===== config.mk =====
export PLATFORM = sky130hd
export DESIGN_NAME = delay_latch_rx
export DESIGN_NICKNAME = d
export VERILOG_FILES = /design/src/rtl/delay_pkg.sv /design/src/rtl/delay_latch_chan.sv /design/src/rtl/delay_latch_rx.sv
export SDC_FILE = /design/constraint.sdc
export NUM_CORES = 1
export LEC_CHECK = 0
export BUFFER_PORTS_ARGS = -buffer_cell sky130_fd_sc_hd__buf_2
export CAP_MARGIN = 5
export CORE_ASPECT_RATIO = 0.75
export CORE_UTILIZATION = 30
export DETAILED_ROUTE_END_ITERATION = 8
export GPL_ROUTABILITY_DRIVEN = 0
export GPL_TIMING_DRIVEN = 0
export PLACE_DENSITY = 0.46
export SLEW_MARGIN = 15
export SYNTH_ARGS = -nofsm -noshare
export SYNTH_HDL_FRONTEND = slang
export SYNTH_HIERARCHICAL = 1
export SYNTH_SLANG_ARGS = --single-unit

===== constraint.sdc =====
create_clock -name clk -period 1.8 [get_ports clk]
set_input_delay 0.27 -clock clk [delete_from_list [all_inputs] [get_ports clk]]
set_output_delay 0.27 -clock clk [all_outputs]
set_load 0.02 [all_outputs]

===== src/rtl/delay_pkg.sv =====
// Shared parameters and channel state encoding for the delay-latch receiver.
package delay_pkg;

  localparam int DW_DEF        = 10;
  localparam int MIN_PULSE_DEF = 32;
  localparam int CNT_W_DEF     = 6;

  typedef enum logic [1:0] {
    IDLE    = 2'd0,
    LOW     = 2'd1,
    CAPTURE = 2'd2,
    REJECT  = 2'd3
  } chan_state_t;

endpackage


===== src/rtl/delay_latch_chan.sv =====
// One delay-line channel: latch-enable FSM with pulse-width check, hold register,
// and a down-counting delay engine driven by the shared trigger edge.
module delay_latch_chan
  import delay_pkg::*;
#(
  parameter int DW        = DW_DEF,
  parameter int MIN_PULSE = MIN_PULSE_DEF,
  parameter int CNT_W     = CNT_W_DEF
) (
  input  logic          clk,
  input  logic          res,
  input  logic          len_q,
  input  logic          arm,
  input  logic          ovl,
  input  logic          trig_edge,
  input  logic [DW-1:0] d_q,
  output logic [DW-1:0] dout,
  output logic          upd,
  output logic          trig_x,
  output logic          rej_short,
  output logic          rej_ovl
);

  localparam logic [CNT_W-1:0] MIN_W = CNT_W'(MIN_PULSE);
  localparam logic [CNT_W-1:0] W_MAX = '1;

  chan_state_t      state, state_nxt;
  logic [CNT_W-1:0] width;
  logic [DW-1:0]    hold;
  logic [DW-1:0]    cnt;
  logic             busy;
  logic             armed;
  logic             ovl_seen;
  logic             enter, stay, load;

  // A pulse only counts once a genuine high level has been seen since reset,
  // so a latch enable already low when reset drops is ignored until released.
  assign enter = (state == IDLE) && armed && !len_q;
  assign stay  = (state == LOW) && !len_q;

  always_ff @(posedge clk or posedge res) begin
    if (res) state <= IDLE;
    else     state <= state_nxt;
  end

  always_comb begin
    state_nxt = state;
    case (state)
      IDLE:    if (enter) state_nxt = LOW;
      LOW:     if (len_q) state_nxt = (width >= MIN_W && !ovl_seen) ? CAPTURE : REJECT;
      CAPTURE: state_nxt = IDLE;
      REJECT:  state_nxt = IDLE;
      default: state_nxt = IDLE;
    endcase
  end

  always_comb begin
    load      = (state == CAPTURE);
    rej_short = (state == REJECT) && (width < MIN_W);
    rej_ovl   = (state == REJECT) && ovl_seen;
  end

  always_ff @(posedge clk or posedge res) begin
    if (res) begin
      armed    <= 1'b0;
      width    <= '0;
      ovl_seen <= 1'b0;
    end else begin
      armed <= armed | arm;
      if (enter) begin
        width    <= CNT_W'(1);
        ovl_seen <= ovl;
      end else if (stay) begin
        width    <= (width == W_MAX) ? width : width + 1'b1;
        ovl_seen <= ovl_seen | ovl;
      end
    end
  end

  // Transparent-latch emulation: follows the bus while the enable is low.
  always_ff @(posedge clk) begin
    if (enter || stay) hold <= d_q;
  end

  always_ff @(posedge clk or posedge res) begin
    if (res) begin
      dout <= '0;
      upd  <= 1'b0;
    end else begin
      upd <= load;
      if (load) dout <= hold;
    end
  end

  // Delay engine: the count is snapshotted at the edge, later dout updates do not disturb it.
  always_ff @(posedge clk or posedge res) begin
    if (res) begin
      busy <= 1'b0;
      cnt  <= '0;
    end else if (busy) begin
      if (cnt == '0) busy <= 1'b0;
      else           cnt  <= cnt - 1'b1;
    end else if (trig_edge) begin
      busy <= 1'b1;
      cnt  <= dout;
    end
  end

  assign trig_x = busy && (cnt == '0);

endmodule


===== src/rtl/delay_latch_rx.sv =====
// Delay-programming receiver: registers the pins, detects enable overlap,
// keeps sticky error flags and runs two independent latch/delay channels.
module delay_latch_rx
  import delay_pkg::*;
#(
  parameter int DW        = DW_DEF,
  parameter int MIN_PULSE = MIN_PULSE_DEF,
  parameter int CNT_W     = CNT_W_DEF
) (
  input  logic          clk,
  input  logic          res,
  input  logic [DW-1:0] d,
  input  logic          lena,
  input  logic          lenb,
  input  logic          clr_err,
  input  logic          trig,
  output logic [DW-1:0] dout_a,
  output logic [DW-1:0] dout_b,
  output logic          upd_a,
  output logic          upd_b,
  output logic          trig_a,
  output logic          trig_b,
  output logic [1:0]    err
);

  logic          lena_q, lenb_q, trig_q, trig_p, primed;
  logic [DW-1:0] d_q;
  logic          ovl, trig_edge;
  logic          rej_short_a, rej_short_b, rej_ovl_a, rej_ovl_b;

  always_ff @(posedge clk or posedge res) begin
    if (res) begin
      lena_q <= 1'b1;
      lenb_q <= 1'b1;
      trig_q <= 1'b0;
      trig_p <= 1'b0;
      primed <= 1'b0;
    end else begin
      lena_q <= lena;
      lenb_q <= lenb;
      trig_q <= trig;
      trig_p <= trig_q;
      primed <= 1'b1;
    end
  end

  always_ff @(posedge clk) begin
    d_q <= d;
  end

  assign ovl       = !lena_q && !lenb_q;
  assign trig_edge = trig_q && !trig_p;

  // Set has priority over a simultaneous clear so no error is ever lost.
  always_ff @(posedge clk or posedge res) begin
    if (res) err <= 2'b00;
    else     err <= (err & ~{2{clr_err}}) | {rej_ovl_a | rej_ovl_b, rej_short_a | rej_short_b};
  end

  delay_latch_chan #(.DW(DW), .MIN_PULSE(MIN_PULSE), .CNT_W(CNT_W)) u_chan_a (
    .clk       (clk),
    .res       (res),
    .len_q     (lena_q),
    .arm       (lena_q && primed),
    .ovl       (ovl),
    .trig_edge (trig_edge),
    .d_q       (d_q),
    .dout      (dout_a),
    .upd       (upd_a),
    .trig_x    (trig_a),
    .rej_short (rej_short_a),
    .rej_ovl   (rej_ovl_a)
  );

  delay_latch_chan #(.DW(DW), .MIN_PULSE(MIN_PULSE), .CNT_W(CNT_W)) u_chan_b (
    .clk       (clk),
    .res       (res),
    .len_q     (lenb_q),
    .arm       (lenb_q && primed),
    .ovl       (ovl),
    .trig_edge (trig_edge),
    .d_q       (d_q),
    .dout      (dout_b),
    .upd       (upd_b),
    .trig_x    (trig_b),
    .rej_short (rej_short_b),
    .rej_ovl   (rej_ovl_b)
  );

endmodule


Word-level counts from Yosys, hierarchy flattened
Cells that the tools add are included.
Storage, ports and cells
  logic and storage cells: 128
  bits of input ports: 16
  flip-flop bits (word level): 101
  output and inout bits: 26
Operators by class
  bitwise logic cells: 9
  reduce and logical (&&, ||, !) cells: 41
  $add $sub $neg: 4
  eq/ne operators: 16
  mux-type cells: 29
  order comparisons: 4
Operators with widths (number)
  $mux W10: 6
  $mux W6: 6
  $logic_not A10 Y1: 2
  $sub A10 B1 Y10 const B: 2
  $logic_and A1 B1 Y1: 18
  $add A6 B1 Y6 const B: 2
  $eq A6 B6 Y1 const B: 2
  $ge A6 B6 Y1 const B: 2
  $lt A6 B6 Y1 const B: 2
  $pmux W2 S3: 2
  $reduce_and A2 Y1: 6
  $mux W1: 11
  $eq A2 B2 Y1 const B: 4
  $mux W2: 4
  $ne A2 B1 Y1 const B: 4
  $ne A2 B2 Y1 const B: 4
  $reduce_bool A2 Y1: 4
  $or A1 B1 Y1: 6
  $logic_not A1 Y1: 5
  $eq A2 B1 Y1 const B: 2
  $logic_not A2 Y1: 2
  $reduce_or A2 Y1: 2
  $and A2 B2 Y2: 1
  $logic_or A1 B1 Y1: 2
  other kinds (2): 2

Logic depth before layout (Yosys ltp)
Gate-level depths: netlist (run 1).
  depth after elaboration: 5
  gate-level depth with buffers: 6
  depth with buffers taken out: 6

Modules after synthesis
Netlist (run 1), hierarchy kept.
By module, submodules not included
  delay_latch_chan: sequential area each 1101.1 µm², area each 1939.4 µm², instances 2, cells each 171
  delay_latch_rx: sequential area each 377.9 µm², area each 432.9 µm², instances 1, cells each 29

Worst setup path before layout (run 1)
Ideal clock, no wire load.
  kind: flip-flop to flip-flop
  start: register u_chan_a.state[0]
  end: register u_chan_a.hold[0] (enable)
  arrival: 1432 ps
  required time: 1405 ps
  library setup time: 395 ps
  buffers on the path: 1
  cell stages (with the launch flop): 4
  path slack: -27 ps
  period minus slack after synthesis: 1827 ps
  cells stage by stage: dfrtp_1 > clkbuf_1 > nor2_1 > nor3_1
Between the ends
  longest elaborated chain between the ends: 4
  elaborated cells between the ends (all ways): 6
  classes of those cells: eq/ne: 1; reduce/logical: 5
RTL lines
  start, declared: RTL line delay_latch_chan.sv:27  | chan_state_t state, state_nxt;
  start signal, assigned: RTL line delay_latch_chan.sv:43  | else state <= state_nxt;
  $logic_not A2 Y1: RTL line delay_latch_chan.sv:38  | assign enter = (state == IDLE) && armed && !len_q;
  $logic_and A1 B1 Y1 (2 in a row): RTL line delay_latch_chan.sv:38
  $logic_or A1 B1 Y1 (*): RTL line delay_latch_chan.sv:82  | if (enter || stay) hold <= d_q;
  end signal, assigned: RTL line delay_latch_chan.sv:82
  end, declared: RTL line delay_latch_chan.sv:29  | logic [DW-1:0] hold;
Every way passes the cells marked *; elsewhere a longest branch is shown, timed or not.
A chain may end at the register's enable or synchronous reset.

Final worst setup path (run 1)
  start: register u_chan_a.cnt[8]
  end: output trig_a
Between the ends
  longest elaborated chain between the ends: 2
RTL lines
  start, declared: RTL line delay_latch_chan.sv:30  | logic [DW-1:0] cnt;
  start signal, assigned: RTL line delay_latch_chan.sv:102  | else cnt <= cnt - 1'b1;
  start signal, assigned: RTL line delay_latch_chan.sv:105  | cnt <= dout;
  $logic_not A10 Y1: RTL line delay_latch_chan.sv:109  | assign trig_x = busy && (cnt == '0);
  $logic_and A1 B1 Y1: RTL line delay_latch_chan.sv:109
  end, declared: RTL line delay_latch_rx.sv:21  | output logic trig_a,
Every way passes these cells.

==> metrics.md, run 1 <==
| Metric | Value |
|---|---|
| Run status | `finished with violations` |
| Failing checks | `setup timing` |
| CTS Buffer Depth | `2` |
| Worst path max stage delay | `570 ps` |
| Inserted Diodes | `0` |
| Clk root buf | `clkbuf_16` |
| Design Area, Final | `5520 um2` |
| Post-synthesis register bit count | `101` |
| Reg-to-reg setup timing slack | `-70 ps` |
| WL final | `9370 um` |
| Reg clk slew, reported paths | `70 ps` |
| Vias per cell | `4.87` |
| Synthesized cell area | `4310 um2` |
| Grt ovf | `0` |
| YS warnings | `6` |
| Die area | `14900 um2` |
| Io pins | `42` |
| Mean area per synthesized cell | `11.6 um2` |
| RSZ-0062 raised after global routing | `true` |
| Type of origin of the critical path | `register` |
| Crit share post-route | `1.20` |
| Fin crit period | `2170 ps` |
| DP Area | `4750 um2` |
| Critical path type | `reg -> out` |
| Layout net count | `471` |
| Relative slew slack | `0.514` |
| Worst path cell trace | `or4_4, or3_4, inv_2, buf_6` |
| Syn Inst Count | `371` |
| Rows | `37` |
| Reg2Reg Depth | `6` |
| Final core occ | `0.398` |
| Synthesized net count | `393` |
| Clk sinks | `101` |
| Top FF cell, synth | `dfrtp_1` |
| Initial antenna violation count | `0` |
| Clock Latency Late Sink | `340 ps` |
| Die Ht | `106 um` |
| Slowest cell on crit path | `or4_4` |
| Post-synth cell types | `48` |
| MaxCap Viol Count | `0` |
| Port Buffers | `41` |
| Placed Cells | `587` |
| Crit. End Element | `output pin` |
| Finish-stage setup viols | `4` |
| Finished Layout Cells | `629` |
| First-pass GRT wire length | `15400 um` |
| Place WS | `-427 ps` |
| Drt wl/cell | `14.9 um` |
| Post-synth EDFFs | `20` |
| Fill cells | `1348` |
| Asr flop ratio synth | `0.703` |
| Worst-Margin Slew | `729 ps` |
| Hold_sp | `lenb` |
| Initial Util | `0.310` |
| CTS tree | `done` |
| Clock skew | `8.40 ps` |
| Final WS setup | `-365 ps` |
| Drt drc | `0` |
| Peak Freq | `462 MHz` |
| Core Area | `13900 um2` |
| Detailed placer's ending HPWL | `6320 um` |
| First-pass DRT Iterations | `4` |
| Iteration-0 DRC count of the detailed router | `195` |
| Post-DRT Antenna Nets | `0` |
| Fin. max-slew vios | `0` |
| Vias in the first global route | `2923` |
| CTS Buf Count | `9` |
| Depth of the worst hold-timing path | `1` |
| CP Data Required Time | `1530 ps` |
| Seq/Total Area, Yosys | `0.598` |
| Area growth syn-to-layout | `28.1%` |
| Critical path arrival | `1900 ps` |
| Power Density | `1560 nW/um2` |
| Final Hold Fails | `0` |
| WHS | `30.2 ps` |
| RR Startpoint | `u_chan_b/cnt[8]$_DFFE_PP0P_` |
| RR Endpoint | `u_chan_b/cnt[0]$_DFFE_PP0P_` |
| Largest net degree at the start of global routing | `33` |
| VDD IR max | `501 uV` |
| Total number of vias | `3063` |
| H-Tree Depth | `3` |
| CP Max Fanout | `3` |
| Die W | `140 um` |
| Worst Hold Endpoint | `lenb_q$_DFF_PP1_` |
| Total global-route track usage | `0.134` |
| HP Class | `in -> reg` |
| Share of cells above drive strength 1 | `0.335` |
| P_leak | `2.33 nW` |
cells in the mapped netlist, types with 4 or more instances:
master	count	area (um2)
or2_2	4	25.0
mux2i_1	6	60.1
nor3_1	8	40.0
and3_1	4	25.0
nor2_1	33	124
mux2_2	20	225
o211ai_1	4	30.0
a2bb2oi_1	4	35.0
a22oi_1	4	30.0
edfxtp_1	20	601
a31oi_1	6	37.5
o21ai_1	6	30.0
and2_1	8	50.1
o22ai_1	4	25.0
nand2b_1	4	25.0
inv_1	27	101
xor2_1	6	52.6
nor3b_1	6	45.0
nand2_1	24	90.1
clkbuf_1	6	22.5
o21ai_0	16	80.1
ha_1	6	75.1
dfxtp_1	10	200
a21oi_1	14	70.1
nand3_1	6	30.0
nand4_1	4	25.0
dfrtp_1	69	1730
nor4_1	4	25.0
cell families after synthesis:
family          count (synthesis)  share of synthesized area
xor+xnor                        8                     0.0163
other cells                     1                   0.000870
simple gates                  122                      0.157
buf+inv                        37                     0.0328
flops                         101                      0.598
compound gates                 70                      0.111
fa+ha+maj                       6                     0.0174
mux                            26                     0.0662
flip-flops by register name, summed over array words and instances (netlist names), 2 cells and up:
signal          flops
u_chan_a/hold      10
u_chan_a/state      2
u_chan_a/dout      10
u_chan_b/cnt       10
u_chan_b/hold      10
u_chan_b/width      6
d_q                10
err                 2
u_chan_b/dout      10
u_chan_b/state      2
u_chan_a/width      6
u_chan_a/cnt       10
repair_timing:
action	CTS	global route
endpoints found under the hold margin	5	0
pin swaps	7	11
buffers inserted	16	12
resized for setup	19	24
hold buffers	1	0
endpoints found under the setup margin	45	28
metrics by stage:
step | power (W) | TNS, ps
2_1_floorplan | 0.00505 | 0
3_3_place_gp | 0.00574 | -6210
3_5_place_dp | 0.00577 | -6540
4_1_cts | 0.00849 | -730
5_1_grt | 0.00918 | -963
6_report | 0.00864 | -722
worst max-delay path by stage:
| stage | startpoint | to |
|---|---|---|
| after detailed placement | trig_q$_DFF_PP0_ | u_chan_a/cnt[6]$_DFFE_PP0P_ |
| final | u_chan_a/cnt[8]$_DFFE_PP0P_ | trig_a |
| after floorplan | u_chan_a/cnt[9]$_DFFE_PP0P_ | trig_a |
| after CTS | u_chan_a/cnt[9]$_DFFE_PP0P_ | trig_a |
| after global routing | u_chan_a/cnt[8]$_DFFE_PP0P_ | trig_a |
| after global placement | trig_q$_DFF_PP0_ | u_chan_a/cnt[6]$_DFFE_PP0P_ |
power by group:
part | internal, W | switching, W
Sequential | 0.00298 | 0.000621
Combinational | 0.00120 | 0.00133
Clock | 0.00168 | 0.000839
worst max-delay path, delay by kind of cell, from the launching register on:
family,cells,cell delay [ps]
simple gates,2,990
buf+inv,2,170
flops,1,400
routing by layer:
layer	global-route usage	share of wire	wire length (um)
met5	0	0	0
met4	0.0463	0.0085	80
met1	0.202	0.53	4970
met3	0.0313	0.034	323
met2	0.185	0.43	4000
cell type report:
class | count | area (um2) | area share
buffer | 6 | 25.0 | 0.00453
inverter | 29 | 111 | 0.0202
multi-input combinational | 233 | 1720 | 0.311
clock inverter | 6 | 158 | 0.0285
clock buffer | 10 | 239 | 0.0433
timing repair buffer | 69 | 469 | 0.0849
sequential | 101 | 2580 | 0.467
tap | 175 | 219 | 0.0396
layout by cell type, fill, tap and decap left out, types with 3 or more instances in the layout:
master      n
dfrtp_1    67
buf_6       9
and2_1      8
nand3_1     6
ha_1        4
and3_1      4
nor3b_1     5
nand2b_1    4
nor2_1     33
buf_4      19
mux2i_1     6
o211ai_1    4
o21ai_1     7
xor2_1      6
clkbuf_1    4
inv_1      19
buf_2      41
a21oi_2     3
inv_2       9
dfxtp_1    10
or2_2       4
o21ai_0    14
a21oi_1    11
bufinv_16   5
a31oi_1     5
nand4_1     4
edfxtp_1   20
o22ai_1     3
nand2_1    24
a22oi_1     4
nor3_1      6
mux2_2     20
clkbuf_16   9
Note: power is estimated with default switching activity, not from simulation.
==> inputs of run 2 (changes only) <==
--- a/config.mk
+++ b/config.mk
@@ -10,9 +10,9 @@
 export CORE_ASPECT_RATIO = 0.75
 export CORE_UTILIZATION = 30
 export DETAILED_ROUTE_END_ITERATION = 8
-export GPL_ROUTABILITY_DRIVEN = 0
 export GPL_TIMING_DRIVEN = 0
 export PLACE_DENSITY = 0.46
+export SETUP_SLACK_MARGIN = 0.02
 export SLEW_MARGIN = 15
 export SYNTH_ARGS = -nofsm -noshare
 export SYNTH_HDL_FRONTEND = slang
==> metrics.md, run 2 (synthesized netlist as in run 1, its figures left out) <==
| Metric | Value |
|---|---|
| Clock Latency Late Sink | `340 ps (about the same)` |
| Slowest cell on crit path | `or4_4` |
| Share of cells above drive strength 1 | `0.358 (+0.0231)` |
| Die Ht | `106 um (unchanged)` |
| Failing checks | `setup timing` |
| Die area | `14900 um2 (unchanged)` |
| MaxCap Viol Count | `0 (unchanged)` |
| Iteration-0 DRC count of the detailed router | `172 (-12%)` |
| Port Buffers | `41 (unchanged)` |
| Clk root buf | `clkbuf_16` |
| Area growth syn-to-layout | `30.4%` |
| Initial Util | `0.310 (unchanged)` |
| Clock skew | `8.34 ps (-0.0621 ps)` |
| WL met2 | `4160 um (+4.1%)` |
| Die W | `140 um (unchanged)` |
| RSZ-0062 raised after global routing | `true` |
| Grt ovf | `0 (unchanged)` |
| Largest net degree at the start of global routing | `33 (unchanged)` |
| Fin. max-slew vios | `0 (unchanged)` |
| Detailed placer's ending HPWL | `6320 um (unchanged)` |
| CP bufs+invs | `2 (unchanged)` |
| Total global-route track usage | `0.134 (+0.000400)` |
| Final Hold Fails | `0 (unchanged)` |
| Inserted Diodes | `0 (unchanged)` |
| Met1 WL | `5020 um (+1.1%)` |
| Top Family by Delay on Critical Path | `simple AND/OR/NAND/NOR gates` |
| Hold_sp | `lenb` |
| Reg clk slew, reported paths | `70 ps (about the same)` |
| Initial antenna violation count | `0 (unchanged)` |
| Post-DRT Antenna Nets | `0 (unchanged)` |
| Gpl congestion | `0.836` |
| First-pass DRT Iterations | `4 (unchanged)` |
| Fin crit period | `2070 ps (-97.4 ps)` |
| Vias per cell | `4.88 (+0.16%)` |
| Most frequent cells in the layout | `dfrtp_1, buf_2, nor2_1` |
| Vias in the first global route | `2960 (+1.3%)` |
| HP Class | `in -> reg` |
| Clk sinks | `101 (unchanged)` |
| VDD IR max | `512 uV (+2.2%)` |
| Run status | `finished with violations` |
| P_leak | `2.37 nW (+1.7%)` |
| Layout net count | `478 (+1.5%)` |
| Final WS setup | `-268 ps (+97.4 ps)` |
| Relative slew slack | `0.514 (+0.000724)` |
| Core Area | `13900 um2 (unchanged)` |
| Power Density | `1560 nW/um2 (-0.26%)` |
| Drt wl/cell | `15.1 um (+1.6%)` |
| Crit. End Element | `output pin` |
| H-Tree Depth | `3 (unchanged)` |
| DP Area | `4750 um2 (unchanged)` |
| Design Area, Final | `5620 um2 (+1.7%)` |
| Critical path arrival | `1800 ps (-100 ps)` |
| RR Startpoint | `u_chan_a/cnt[8]$_DFFE_PP0P_` |
| DR WL met3 | `348 um (+7.7%)` |
| Peak Freq | `484 MHz (+4.7%)` |
| Critical path type | `reg -> out` |
| Drt drc | `0 (unchanged)` |
| Total number of vias | `3102 (+1.3%)` |
| Crit share post-route | `1.15 (-0.0541)` |
| CP Data Required Time | `1530 ps (about the same)` |
| CTS Buf Count | `9 (unchanged)` |
| Rows | `37 (unchanged)` |
| Power Total | `0.00877 W (+1.5%)` |
| WHS | `30.1 ps (-0.0870 ps)` |
| Io pins | `42 (unchanged)` |
| CP Max Fanout | `2 (-1)` |
| Worst setup path startpoint | `u_chan_a/cnt[8]$_DFFE_PP0P_` |
| Finish-stage setup viols | `9 (+5)` |
| Commonest non-fill, non-tap cell in the layout | `dfrtp_1` |
| CTS Buffer Depth | `2 (unchanged)` |
| Highest Signal Layer | `met4` |
| Worst-Margin Slew | `728 ps (-1.08 ps)` |
| Worst path cell trace | `or4_4, or3_4, inv_2, buf_6` |
| Fill cells | `1346 (-0.15%)` |
| First-pass GRT wire length | `15400 um (+0.54%)` |
| Type of origin of the critical path | `register` |
| WL final | `9620 um (+2.7%)` |
| Worst path max stage delay | `550 ps (-20 ps)` |
| CTS tree | `done` |
[run 2: worst paths after layout]
path	endpoint	slack, ps	cells past startpoint
setup / recovery	trig_a	-270	4
hold / removal	lenb_q$_DFF_PP1_	30	1
setup reg to reg	u_chan_a/cnt[0]$_DFFE_PP0P_	-110	7
hold reg to reg	trig_p$_DFF_PP0_	400	0
max in group asynchronous	u_chan_b/cnt[9]$_DFFE_PP0P_	660	3
min in group asynchronous	err[0]$_DFF_PP0_	430	3
[run 2: cell type report]
type | instances | area (um2) | area share
Buffer | 6 | 25.0 | 0.00445
Clock buffer | 10 | 239 | 0.0425
Clock inverter | 6 | 158 | 0.0280
Inverter | 29 | 111 | 0.0198
Multi-Input combinational cell | 233 | 1760 | 0.313
Sequential cell | 101 | 2580 | 0.460
Tap cell | 175 | 219 | 0.0390
Timing Repair Buffer | 76 | 526 | 0.0935
[run 2: timing repair]
item	CTS	global route
setup endpoints to repair	46	25
gates resized for setup	25	28
setup buffers	20	16
pin swaps	12	11
hold buffers	1	0
hold endpoints to repair	5	0
[run 2: metrics by stage]
| stage | utilization | std cells | setup slack (ps) | setup TNS (ps) |
|---|---|---|---|---|
| 2_1_floorplan | - | 371 | 64.7 | 0 |
| 3_3_place_gp | 0.342 | 587 | -399 | -6210 |
| 3_5_place_dp | 0.342 | 587 | -427 | -6540 |
| 4_1_cts | 0.389 | 623 | -338 | -801 |
| 5_1_grt | 0.405 | 636 | -297 | -1560 |
| 6_report | 0.405 | 636 | -268 | -1070 |
[run 2: metal layers]
layer / up-vias / track usage
met1: 1536 / 0.201
li1: 1497 / -
met4: 0 / 0.0463
met2: 58 / 0.188
met5: - / 0
met3: 11 / 0.0313
[run 2: power by group]
group          internal, W  switching, W  total (W)  leakage, nW
registers          0.00298      0.000641    0.00362         1.11
logic              0.00126       0.00137    0.00262         1.07
clock network      0.00168      0.000844    0.00252        0.189
==> inputs of run 3 (changes only) <==
--- a/config.mk
+++ b/config.mk
@@ -8,10 +8,10 @@
 export BUFFER_PORTS_ARGS = -buffer_cell sky130_fd_sc_hd__buf_2
 export CAP_MARGIN = 5
 export CORE_ASPECT_RATIO = 0.75
-export CORE_UTILIZATION = 30
+export CORE_UTILIZATION = 53
 export DETAILED_ROUTE_END_ITERATION = 8
 export GPL_TIMING_DRIVEN = 0
-export PLACE_DENSITY = 0.46
+export PLACE_DENSITY = 0.73
 export SETUP_SLACK_MARGIN = 0.02
 export SLEW_MARGIN = 15
 export SYNTH_ARGS = -nofsm -noshare
==> metrics.md, run 3 (synthesized netlist as in run 1, its figures left out) <==
| Metric | Value |
|---|---|
| Run status | `finished with violations` |
| Failing checks | `setup timing` |
| Fin. max-slew vios | `0 (unchanged)` |
| First-pass DRT Iterations | `4 (unchanged)` |
| WL final | `8970 um (-6.8%)` |
| Share of cells above drive strength 1 | `0.315 (-0.0425)` |
| Initial antenna violation count | `0 (unchanged)` |
| Drt wl/cell | `15.7 um (+3.8%)` |
| Grt ovf | `0 (unchanged)` |
| First-pass GRT wire length | `14400 um (-6.7%)` |
| DP Area | `4660 um2 (-1.8%)` |
| Fin crit period | `2110 ps (+45.2 ps)` |
| Final core occ | `0.671 (+0.266)` |
| Drt drc | `0 (unchanged)` |
| Clock Latency Late Sink | `370 ps (+30 ps)` |
| Area growth syn-to-layout | `22.6%` |
| CTS Buf Count | `9 (unchanged)` |
| Total global-route track usage | `0.222 (+0.0879)` |
| Gpl congestion | `0.850 (+1.7%)` |
| CP Max Fanout | `2 (unchanged)` |
| MaxCap Viol Count | `0 (unchanged)` |
| Vias per cell | `5.53 (+13%)` |
| Design Area, Final | `5290 um2 (-5.9%)` |
| Vias in the first global route | `2986 (+0.88%)` |
| Crit path to | `trig_a` |
| WHS | `29.2 ps (-0.865 ps)` |
| Post-DRT Antenna Nets | `0 (unchanged)` |
| Critical path arrival | `1840 ps (+40 ps)` |
| Die Ht | `80.1 um (-24%)` |
| RR Startpoint | `u_chan_b/cnt[8]$_DFFE_PP0P_` |
| Clk sinks | `101 (unchanged)` |
| H-Tree Depth | `3 (unchanged)` |
| RSZ-0062 raised after global routing | `true` |
| Die W | `106 um (-24%)` |
| Reg-to-reg setup timing slack | `-310 ps (-200 ps)` |
| CP Data Required Time | `1530 ps (about the same)` |
| CTS Buffer Depth | `2 (unchanged)` |
| Layout net count | `483 (+1.0%)` |
| Finish-stage setup viols | `14 (+5)` |
| Io pins | `42 (unchanged)` |
| Rows | `28 (-24%)` |
| Relative slew slack | `0.538 (+0.0237)` |
| Port Buffers | `41 (unchanged)` |
| Reg2Reg Depth | `8 (+1)` |
| Most frequent cells in the layout | `dfrtp_1, buf_2, nor2_1` |
| Detailed placer's ending HPWL | `5650 um (-11%)` |
| Type of origin of the critical path | `register` |
| Power Density | `1390 nW/um2 (-11%)` |
| Critical path type | `reg -> out` |
| Largest net degree at the start of global routing | `33 (unchanged)` |
| HP Class | `in -> reg` |
| P_leak | `2.28 nW (-3.8%)` |
| Worst-Margin Slew | `683 ps (-44.1 ps)` |
| Iteration-0 DRC count of the detailed router | `140 (-19%)` |
| Worst setup path startpoint | `u_chan_a/cnt[8]$_DFFE_PP0P_` |
| Reg clk slew, reported paths | `100 ps (+30 ps)` |
| VDD IR max | `753 uV (+47%)` |
| RR Endpoint | `u_chan_b/cnt[0]$_DFFE_PP0P_` |
| Clk root buf | `clkbuf_8` |
| Final Hold Fails | `0 (unchanged)` |
| Inserted Diodes | `0 (unchanged)` |
| Die area | `8500 um2 (-43%)` |
| Crit share post-route | `1.17 (+0.0251)` |
| Clock skew | `14.5 ps (+6.20 ps)` |
| Total number of vias | `3159 (+1.8%)` |
| Core Area | `7880 um2 (-43%)` |
| CTS tree | `done` |
| Commonest non-fill, non-tap cell in the layout | `dfrtp_1` |
| Initial Util | `0.547 (+0.237)` |
| Peak Freq | `473 MHz (-2.1%)` |
| Crit. End Element | `output pin` |
| Final WS setup | `-313 ps (-45.2 ps)` |
[run 3: layout make-up]
class,instances,area (um2)
fill,597,2590
sequential,101,2580
multi-input combinational,233,1670
timing repair buffer,82,591
tap,105,131
clock buffer,9,124
inverter,29,109
clock inverter,7,57.6
buffer,5,21.3
[run 3: per-stage QoR]
step	total power, W	setup TNS, ps	setup WS [ps]	cells
after global routing	0.00785	-2410	-366	571
after CTS	0.00720	-1250	-359	564
after floorplan	0.00505	0	64.7	371
final	0.00737	-1690	-313	571
after detailed placement	0.00572	-4890	-359	517
after global placement	0.00563	-4230	-325	517
[run 3: timing repair]
item	4_1_cts	5_1_grt
pin swaps	8	7
endpoints found under the setup margin	46	23
resized for setup	22	10
hold buffers	10	2
hold endpoints to repair	14	2
buffers inserted	22	8
[run 3: critical path, cell delays in order (launching register included)]
cell and delay (ps):
dfrtp_1 400, or4_4 550, or3_4 370, inv_2 60
buf_6 110
[run 3: layer usage]
layer,vias to the layer above,global-route usage,wire [um]
li1,1499,-,-
met1,1553,0.304,4190
met2,88,0.351,4190
met3,19,0.0560,416
met4,0,0.0681,170
met5,-,0,0
[run 3: power by group]
group          total [W]  switching, W  internal [W]  leakage, nW
clock            0.00132      0.000798      0.000522       0.0946
sequential       0.00358      0.000606       0.00298         1.11
combinational    0.00247       0.00130       0.00117         1.07
total            0.00737       0.00271       0.00466         2.28
[run 3: worst min path at each step]
stage | to | cells past startpoint | start
floorplan | err[0]$_DFF_PP0_ | 1 | res
global placement | primed$_DFF_PP0_ | 2 | res
detailed placement | primed$_DFF_PP0_ | 2 | res
CTS | d_q[2]$_DFF_P_ | 1 | d[2]
global route | d_q[6]$_DFF_P_ | 1 | d[6]
finish | d_q[5]$_DFF_P_ | 1 | d[5]
